**src/rtl/muldiv_sequencer_if.sv**
```systemverilog
// Bundle between EX/ID and the iterative multiply/divide unit.
//
// Handshake: start is a level request that the unit samples only while it is
// IDLE; it is accepted on the rising edge where state is IDLE, start = 1 and
// flush = 0, and op/src_a/src_b are captured on that same edge. There is no
// ready signal: while the unit is busy a later start is ignored, and
// the pipeline keeps dependent instructions out of EX through stall_req.
// done is a one-cycle pulse that follows the edge committing hi/lo.
interface muldiv_sequencer_if #(
    parameter int WIDTH = 32
);
    logic             start;
    logic [1:0]       op;
    logic [WIDTH-1:0] src_a;
    logic [WIDTH-1:0] src_b;
    logic             flush;
    logic             id_hilo_use;
    logic [WIDTH-1:0] hi;
    logic [WIDTH-1:0] lo;
    logic             busy;
    logic             stall_req;
    logic             done;
    logic             div_by_zero;
    logic [1:0]       dbg_state;

    modport master (
        output start, op, src_a, src_b, flush, id_hilo_use,
        input  hi, lo, busy, stall_req, done, div_by_zero, dbg_state
    );

    modport slave (
        input  start, op, src_a, src_b, flush, id_hilo_use,
        output hi, lo, busy, stall_req, done, div_by_zero, dbg_state
    );
endinterface

```
**src/rtl/muldiv_sequencer.sv**
```systemverilog
// Iterative MULT/MULTU/DIV/DIVU unit: one bit per cycle over unsigned
// magnitudes, sign fix-up at the end, then commit into the HI/LO registers.
// Multiply and divide share one 2*WIDTH accumulator: for multiply it holds
// {partial product, multiplier}, for divide {remainder, dividend/quotient}.
module muldiv_sequencer #(
    parameter int WIDTH = 32,
    parameter int CNT_W = 6
) (
    input  logic                clk,
    input  logic                rst_n,
    muldiv_sequencer_if.slave   bus
);
    typedef enum logic [1:0] {
        S_IDLE  = 2'd0,
        S_CALC  = 2'd1,
        S_FIXUP = 2'd2,
        S_DONE  = 2'd3
    } state_t;

    state_t               state_q, state_d;
    logic [CNT_W-1:0]     cnt_q;
    logic                 div_q;      // 1: divide, 0: multiply
    logic                 neg_q_q;    // negate product / quotient
    logic                 neg_r_q;    // negate remainder
    logic                 dz_q;       // divide with zero divisor
    logic [WIDTH-1:0]     src_a_q;    // raw dividend, returned on divide by zero
    logic [WIDTH-1:0]     opnd_q;     // multiplicand or divisor magnitude
    logic [2*WIDTH-1:0]   acc_q;
    logic [WIDTH-1:0]     hi_q, lo_q;

    // Operand magnitudes. An unsigned WIDTH-bit magnitude holds 2^(WIDTH-1)
    // exactly, so the most-negative operand needs no special handling.
    logic             is_signed, is_div, a_neg, b_neg;
    logic [WIDTH-1:0] a_mag, b_mag;

    // Operand decode and magnitude conversion for the instruction in EX
    always_comb begin
        is_signed = ~bus.op[0];
        is_div    = bus.op[1];
        a_neg     = is_signed & bus.src_a[WIDTH-1];
        b_neg     = is_signed & bus.src_b[WIDTH-1];
        a_mag     = a_neg ? (~bus.src_a + 1'b1) : bus.src_a;
        b_mag     = b_neg ? (~bus.src_b + 1'b1) : bus.src_b;
    end

    // One iteration step for each operation
    logic [WIDTH:0]       mul_sum, div_trial, div_diff;
    logic                 div_ok;
    logic [2*WIDTH-1:0]   mul_next, div_next;

    // Shift-add multiply step and restoring divide step
    always_comb begin
        mul_sum   = {1'b0, acc_q[2*WIDTH-1:WIDTH]} + (acc_q[0] ? {1'b0, opnd_q} : '0);
        mul_next  = {mul_sum, acc_q[WIDTH-1:1]};
        div_trial = {acc_q[2*WIDTH-1:WIDTH], acc_q[WIDTH-1]};
        div_diff  = div_trial - {1'b0, opnd_q};
        div_ok    = ~div_diff[WIDTH];
        div_next  = {(div_ok ? div_diff[WIDTH-1:0] : div_trial[WIDTH-1:0]),
                     acc_q[WIDTH-2:0], div_ok};
    end

    // Sign correction and special cases, consumed on the FIXUP exit edge
    logic [2*WIDTH-1:0] prod_fix;
    logic [WIDTH-1:0]   quo_fix, rem_fix, res_hi, res_lo;

    // Final result selection
    always_comb begin
        prod_fix = neg_q_q ? (~acc_q + 1'b1) : acc_q;
        quo_fix  = neg_q_q ? (~acc_q[WIDTH-1:0] + 1'b1) : acc_q[WIDTH-1:0];
        rem_fix  = neg_r_q ? (~acc_q[2*WIDTH-1:WIDTH] + 1'b1) : acc_q[2*WIDTH-1:WIDTH];
        res_hi   = prod_fix[2*WIDTH-1:WIDTH];
        res_lo   = prod_fix[WIDTH-1:0];
        if (div_q) begin
            if (dz_q) begin
                res_hi = src_a_q;
                res_lo = '1;
            end else begin
                res_hi = rem_fix;
                res_lo = quo_fix;
            end
        end
    end

    // State register
    always_ff @(posedge clk or negedge rst_n) begin
        if (!rst_n) state_q <= S_IDLE;
        else        state_q <= state_d;
    end

    // Next-state logic; flush returns any active state to IDLE
    always_comb begin
        state_d = state_q;
        case (state_q)
            S_IDLE:  if (bus.start && !bus.flush) state_d = S_CALC;
            S_CALC: begin
                if (bus.flush)                             state_d = S_IDLE;
                else if (cnt_q == CNT_W'(WIDTH - 1))       state_d = S_FIXUP;
            end
            S_FIXUP: state_d = bus.flush ? S_IDLE : S_DONE;
            S_DONE:  state_d = S_IDLE;
            default: state_d = S_IDLE;
        endcase
    end

    // Operand capture, iteration and HI/LO commit
    always_ff @(posedge clk or negedge rst_n) begin
        if (!rst_n) begin
            cnt_q   <= '0;
            div_q   <= 1'b0;
            neg_q_q <= 1'b0;
            neg_r_q <= 1'b0;
            dz_q    <= 1'b0;
            src_a_q <= '0;
            opnd_q  <= '0;
            acc_q   <= '0;
            hi_q    <= '0;
            lo_q    <= '0;
        end else begin
            case (state_q)
                S_IDLE: begin
                    if (bus.start && !bus.flush) begin
                        cnt_q   <= '0;
                        div_q   <= is_div;
                        neg_q_q <= a_neg ^ b_neg;
                        neg_r_q <= a_neg;
                        dz_q    <= is_div && (bus.src_b == '0);
                        src_a_q <= bus.src_a;
                        opnd_q  <= is_div ? b_mag : a_mag;
                        acc_q   <= {{WIDTH{1'b0}}, (is_div ? a_mag : b_mag)};
                    end
                end
                S_CALC: begin
                    cnt_q <= cnt_q + 1'b1;
                    acc_q <= div_q ? div_next : mul_next;
                end
                S_FIXUP: begin
                    if (!bus.flush) begin
                        hi_q <= res_hi;
                        lo_q <= res_lo;
                    end
                end
                default: ;
            endcase
        end
    end

    assign bus.hi          = hi_q;
    assign bus.lo          = lo_q;
    assign bus.busy        = (state_q != S_IDLE);
    assign bus.stall_req   = bus.id_hilo_use && (state_q == S_CALC || state_q == S_FIXUP);
    assign bus.done        = (state_q == S_DONE);
    assign bus.div_by_zero = (state_q == S_DONE) && dz_q;
    assign bus.dbg_state   = state_q;
endmodule

```
**src/flat_wrapper.sv**
```systemverilog
// flat-port wrapper written by rule: the top's interface ports become plain ports
module muldiv_sequencer_flat 
#(
    parameter int WIDTH = 32,
    parameter int CNT_W = 6
)
  (clk, rst_n, bus_start, bus_op, bus_src_a, bus_src_b, bus_flush, bus_id_hilo_use, bus_hi, bus_lo, bus_busy, bus_stall_req, bus_done, bus_div_by_zero, bus_dbg_state);
  muldiv_sequencer_if #(.WIDTH(WIDTH)) bus_i ();
  input  logic clk;
  input  logic rst_n;
  input wire logic [$bits(bus_i.start)-1:0] bus_start;
  input wire logic [$bits(bus_i.op)-1:0] bus_op;
  input wire logic [$bits(bus_i.src_a)-1:0] bus_src_a;
  input wire logic [$bits(bus_i.src_b)-1:0] bus_src_b;
  input wire logic [$bits(bus_i.flush)-1:0] bus_flush;
  input wire logic [$bits(bus_i.id_hilo_use)-1:0] bus_id_hilo_use;
  output wire logic [$bits(bus_i.hi)-1:0] bus_hi;
  output wire logic [$bits(bus_i.lo)-1:0] bus_lo;
  output wire logic [$bits(bus_i.busy)-1:0] bus_busy;
  output wire logic [$bits(bus_i.stall_req)-1:0] bus_stall_req;
  output wire logic [$bits(bus_i.done)-1:0] bus_done;
  output wire logic [$bits(bus_i.div_by_zero)-1:0] bus_div_by_zero;
  output wire logic [$bits(bus_i.dbg_state)-1:0] bus_dbg_state;
  assign bus_i.start = bus_start;
  assign bus_i.op = bus_op;
  assign bus_i.src_a = bus_src_a;
  assign bus_i.src_b = bus_src_b;
  assign bus_i.flush = bus_flush;
  assign bus_i.id_hilo_use = bus_id_hilo_use;
  assign bus_hi = bus_i.hi;
  assign bus_lo = bus_i.lo;
  assign bus_busy = bus_i.busy;
  assign bus_stall_req = bus_i.stall_req;
  assign bus_done = bus_i.done;
  assign bus_div_by_zero = bus_i.div_by_zero;
  assign bus_dbg_state = bus_i.dbg_state;
  muldiv_sequencer #(.WIDTH(WIDTH), .CNT_W(CNT_W)) u_core (.clk(clk), .rst_n(rst_n), .bus(bus_i));
endmodule
```
**config.mk**
```make
export PLATFORM = sky130hd
export DESIGN_NAME = muldiv_sequencer_flat
export DESIGN_NICKNAME = d
export VERILOG_FILES = /design/src/rtl/muldiv_sequencer_if.sv /design/src/rtl/muldiv_sequencer.sv /design/src/flat_wrapper.sv
export SDC_FILE = /design/constraint.sdc
export NUM_CORES = 1
export LEC_CHECK = 0
export CAP_MARGIN = 20
export CORE_MARGIN = 2
export CORE_UTILIZATION = 25
export DETAILED_ROUTE_END_ITERATION = 10
export GPL_ROUTABILITY_DRIVEN = 0
export SLEW_MARGIN = 40
export SYNTH_ARGS = -nofsm -noshare
export SYNTH_HDL_FRONTEND = slang
export SYNTH_SLANG_ARGS = --single-unit
```
**constraint.sdc**
```tcl
create_clock -name clk -period 3.4 [get_ports clk]
set_input_delay 0.51 -clock clk [delete_from_list [all_inputs] [get_ports clk]]
set_output_delay 0.51 -clock clk [all_outputs]
set_load 0.01 [all_outputs]
```
==> reports/metrics.yaml <==
synth_seq_area_share_pct: 30.37
swShare_pct: 46.30
cts_root_buf: "clkbuf_16"
path_class: "reg2reg"
yosys-top-cells-count: "nand2_1 (234), o21ai_0 (211), dfrtp_1 (204), nor2_1 (187), a21oi_1 (173)"
setup_slack_ns: 0.04698
vias_per_cell: 5.175
whs_ns: 0.4740
synth_ff_type: "dfrtp_1"
ir_drop_uv: 431.7
grt_pass1_wl_mm: 96.18
fin_cells: 3209
synth_area_leaders: "dfrtp_1 (30%), o21ai_0 (6.3%), xor2_1 (5.5%), ha_1 (5.4%), nand2_1 (5.2%)"
p_leak_nw: 9.045
clock_path_buffers: 3
yosysMostFrequentCell: "nand2_1"
outcome: "finished, final reports clean"
fp.coreArea_um2: 66920
cp.arrival_ns: 3.82
yosysWarnings: 0
dp.cells: 3157
cts_tree: "yes"
syn-num-nets: 2233
crit_chain: "and2_1 > ha_1 > inv_1 > fa_1 > nand2b_1 > a21oi_1 > o21ai_1 > a21oi_1 > buf_4 > a31oi_2 > o21a_2 > mux2i_1 > a2111o_1 > o211ai_1"
cts_max_level: 1
p_comb_share_pct: 61.8
drive_above_1_share_pct: 15.72
clkSlewWorstSetupHoldPaths_ns: 0.07
initial_core_util_pct: 25.12
hp-class: "reg2reg"
gr-total-overflow: 0
ios: 141
power_density_nw_per_um2: 849.4
final_util_pct: 32.09
detail_route.wirelength_mm: 62.66
wl_per_cell_um: 19.53
maxSlewHeadroom_pct: 48.02
cp_common_cell: "a21oi_1"
internal-power_mw: 9.796
drt_iter0_drc: 1570
slowest_delay_ns: 0.43
grtUsageTotal_pct: 17.56
max_freq_mhz: 298.2
ys_ff_latch: 204
slowest_stage: "a2111o_1"
grt_pass1_vias: 15600
rows: 95
dr.pass1.iters: 5
fin_nets: 2463
p_sw_mw: 8.446
die-area_um2: 69330
insertion_delay_ns: 0.56
cp_top_family: "compound AO/OA/AOI/OAI gates"
vias: 16610
die_h_um: 263.3
pwr-share-clk_pct: 15.6
yosysUniqueCellTypes: 74
timing.final.crit_share_pct: 98.62
drv_cap: 0
post-route-drc-count: 0
syn_avg_cell_area_um2: 8.055
io_buffers: 140
antenna_found_initial: 6
final_max_slew_viol_count: 0
numCtsBuffers: 24
hpwl_mm: 49.17
syn_inst: 2087
cts.sinks: 204
pwr-share-seq_pct: 22.5
cp-end-kind: "flip-flop"
die_w_um: 263.3
synth_top_cell_by_area: "dfrtp_1"
setup_viol: 0
synth_edf_count: 0
period_needed_ns: 3.353
async_reset_ff_share_pct: 100.0
rsz0062_at_grt: "yes"
worstMarginPinSlew_ns: 0.7797
rrSetupSlack_ns: 0.05
start_kind: "flip-flop"
finalPower_mw: 18.24
place_worst_setup_slack_ns: -0.4190
nFillCells: 7084
fin_skew_ns: 0.03022
critPathMaxFanout: 4
syn_to_final_growth_pct: 27.76
synth_top_area_share_pct: 30.37
crit_buf_inv: 2
hold_viol_final: 0
worstPathRequired_ns: 3.86
grt_max_degree: 62
netlist_area_um2: 16810
ant_nets: 0
[metrics by stage]
step	TNS, ns	cell area (µm²)
after floorplan	0	16810
after global placement	-5.304	20390
after global routing	-0.009470	21480
final	0	21480
after CTS	0	21360
after detailed placement	-7.035	20390
[layer usage]
metal / part of all wire, % / track usage, %
met1: 47 / 25.55
met2: 43 / 26.83
met3: 7.6 / 3.096
met4: 2.5 / 4.139
met5: 0.078 / 0
[flip-flops by register name (all words and copies together), names as in the netlist]
| register | count |
|---|---|
| u_core.dz_q | 1 |
| u_core.bus.lo | 32 |
| u_core.acc_q | 64 |
| u_core.div_q | 1 |
| u_core.src_a_q | 32 |
| u_core.cnt_q | 6 |
| u_core.bus.dbg_state | 2 |
| u_core.bus.hi | 32 |
| u_core.opnd_q | 32 |
| u_core.neg_q_q | 1 |
| u_core.neg_r_q | 1 |
[what timing repair did]
item / 4_1_cts / 5_1_grt
setup endpoints to repair: 27 / 42
resized for setup: 8 / 27
buffers inserted: 2 / 2
endpoints found under the hold margin: 57 / 0
gates cloned: 2 / 0
pin swaps: 1 / 7
hold buffers: 1 / 0
[cells by family after synthesis]
family / share of synthesized area (%)
adders and majority gates: 5.672
DFF: 30.37
and+or+nand+nor: 17.40
xor gates and xnor gates: 10.52
AOI/OAI and AO/OA: 23.07
buffers and inverters: 4.637
muxes: 8.322
[layout make-up]
cell class | count | area [µm²] | area share [%]
inverters | 62 | 232.7 | 1.084
clock inverters | 12 | 170.2 | 0.7923
diodes | 1 | 2.502 | 0.01165
clock buffers | 32 | 681.9 | 3.175
multi-input cells | 1682 | 11090 | 51.63
repair buffers | 343 | 3098 | 14.42
well taps | 873 | 1092 | 5.086
flip-flops and latches | 204 | 5111 | 23.80
[power groups by stage]
stage                     sequential (mW)  combinational, mW  clock [mW]
after global routing                 4.18               12.3        2.98
final                                4.11               11.3        2.85
after CTS                            4.06               10.9        2.88
after global placement               4.08               10.6           0
after floorplan                      3.68               7.05           0
after detailed placement             4.10               10.6           0
[worst min-delay path: cells and delay by family (launching register included)]
kind             cells  cell delay, ns
flip-flops           1            0.34
AND/OR/NAND/NOR      2            0.10
[path summary, 6_finish.rpt]
| kind | start | end | depth (start not counted) |
|---|---|---|---|
| min | u_core.opnd_q[23] | u_core.opnd_q[23] | 2 |
| min in group asynchronous | rst_n | u_core.dz_q | 2 |
| max in group asynchronous | rst_n | u_core.bus.hi[29] | 3 |
| max reg2reg | u_core.acc_q[0] | u_core.acc_q[59] | 14 |
| min reg2reg | u_core.opnd_q[23] | u_core.opnd_q[23] | 2 |
| max | u_core.acc_q[0] | u_core.acc_q[59] | 14 |
[cell usage in the layout (no fill, tap or decap), types with 10 or more instances in the layout]
master,synthesis,routed
nor3_1,32,31
o31ai_1,29,28
o21ai_1,22,26
xor2_1,106,105
dfrtp_1,204,201
clkdlybuf4s50_1,0,138
nor2b_1,13,11
buf_4,0,189
nand3_1,33,33
o211ai_1,20,20
o21ai_0,211,205
or3_1,25,25
nand2b_1,28,26
a22oi_1,25,25
ha_1,73,70
nor4_1,11,10
nand2_1,234,234
a21oi_1,173,168
clkbuf_16,0,25
a211oi_1,35,33
inv_1,60,60
and3_1,14,14
xnor2_1,96,96
or4_1,15,15
nor2_1,187,187
mux2_2,70,70
mux2i_1,61,60
a21o_1,28,28
Power figures use the tool's default switching activity.
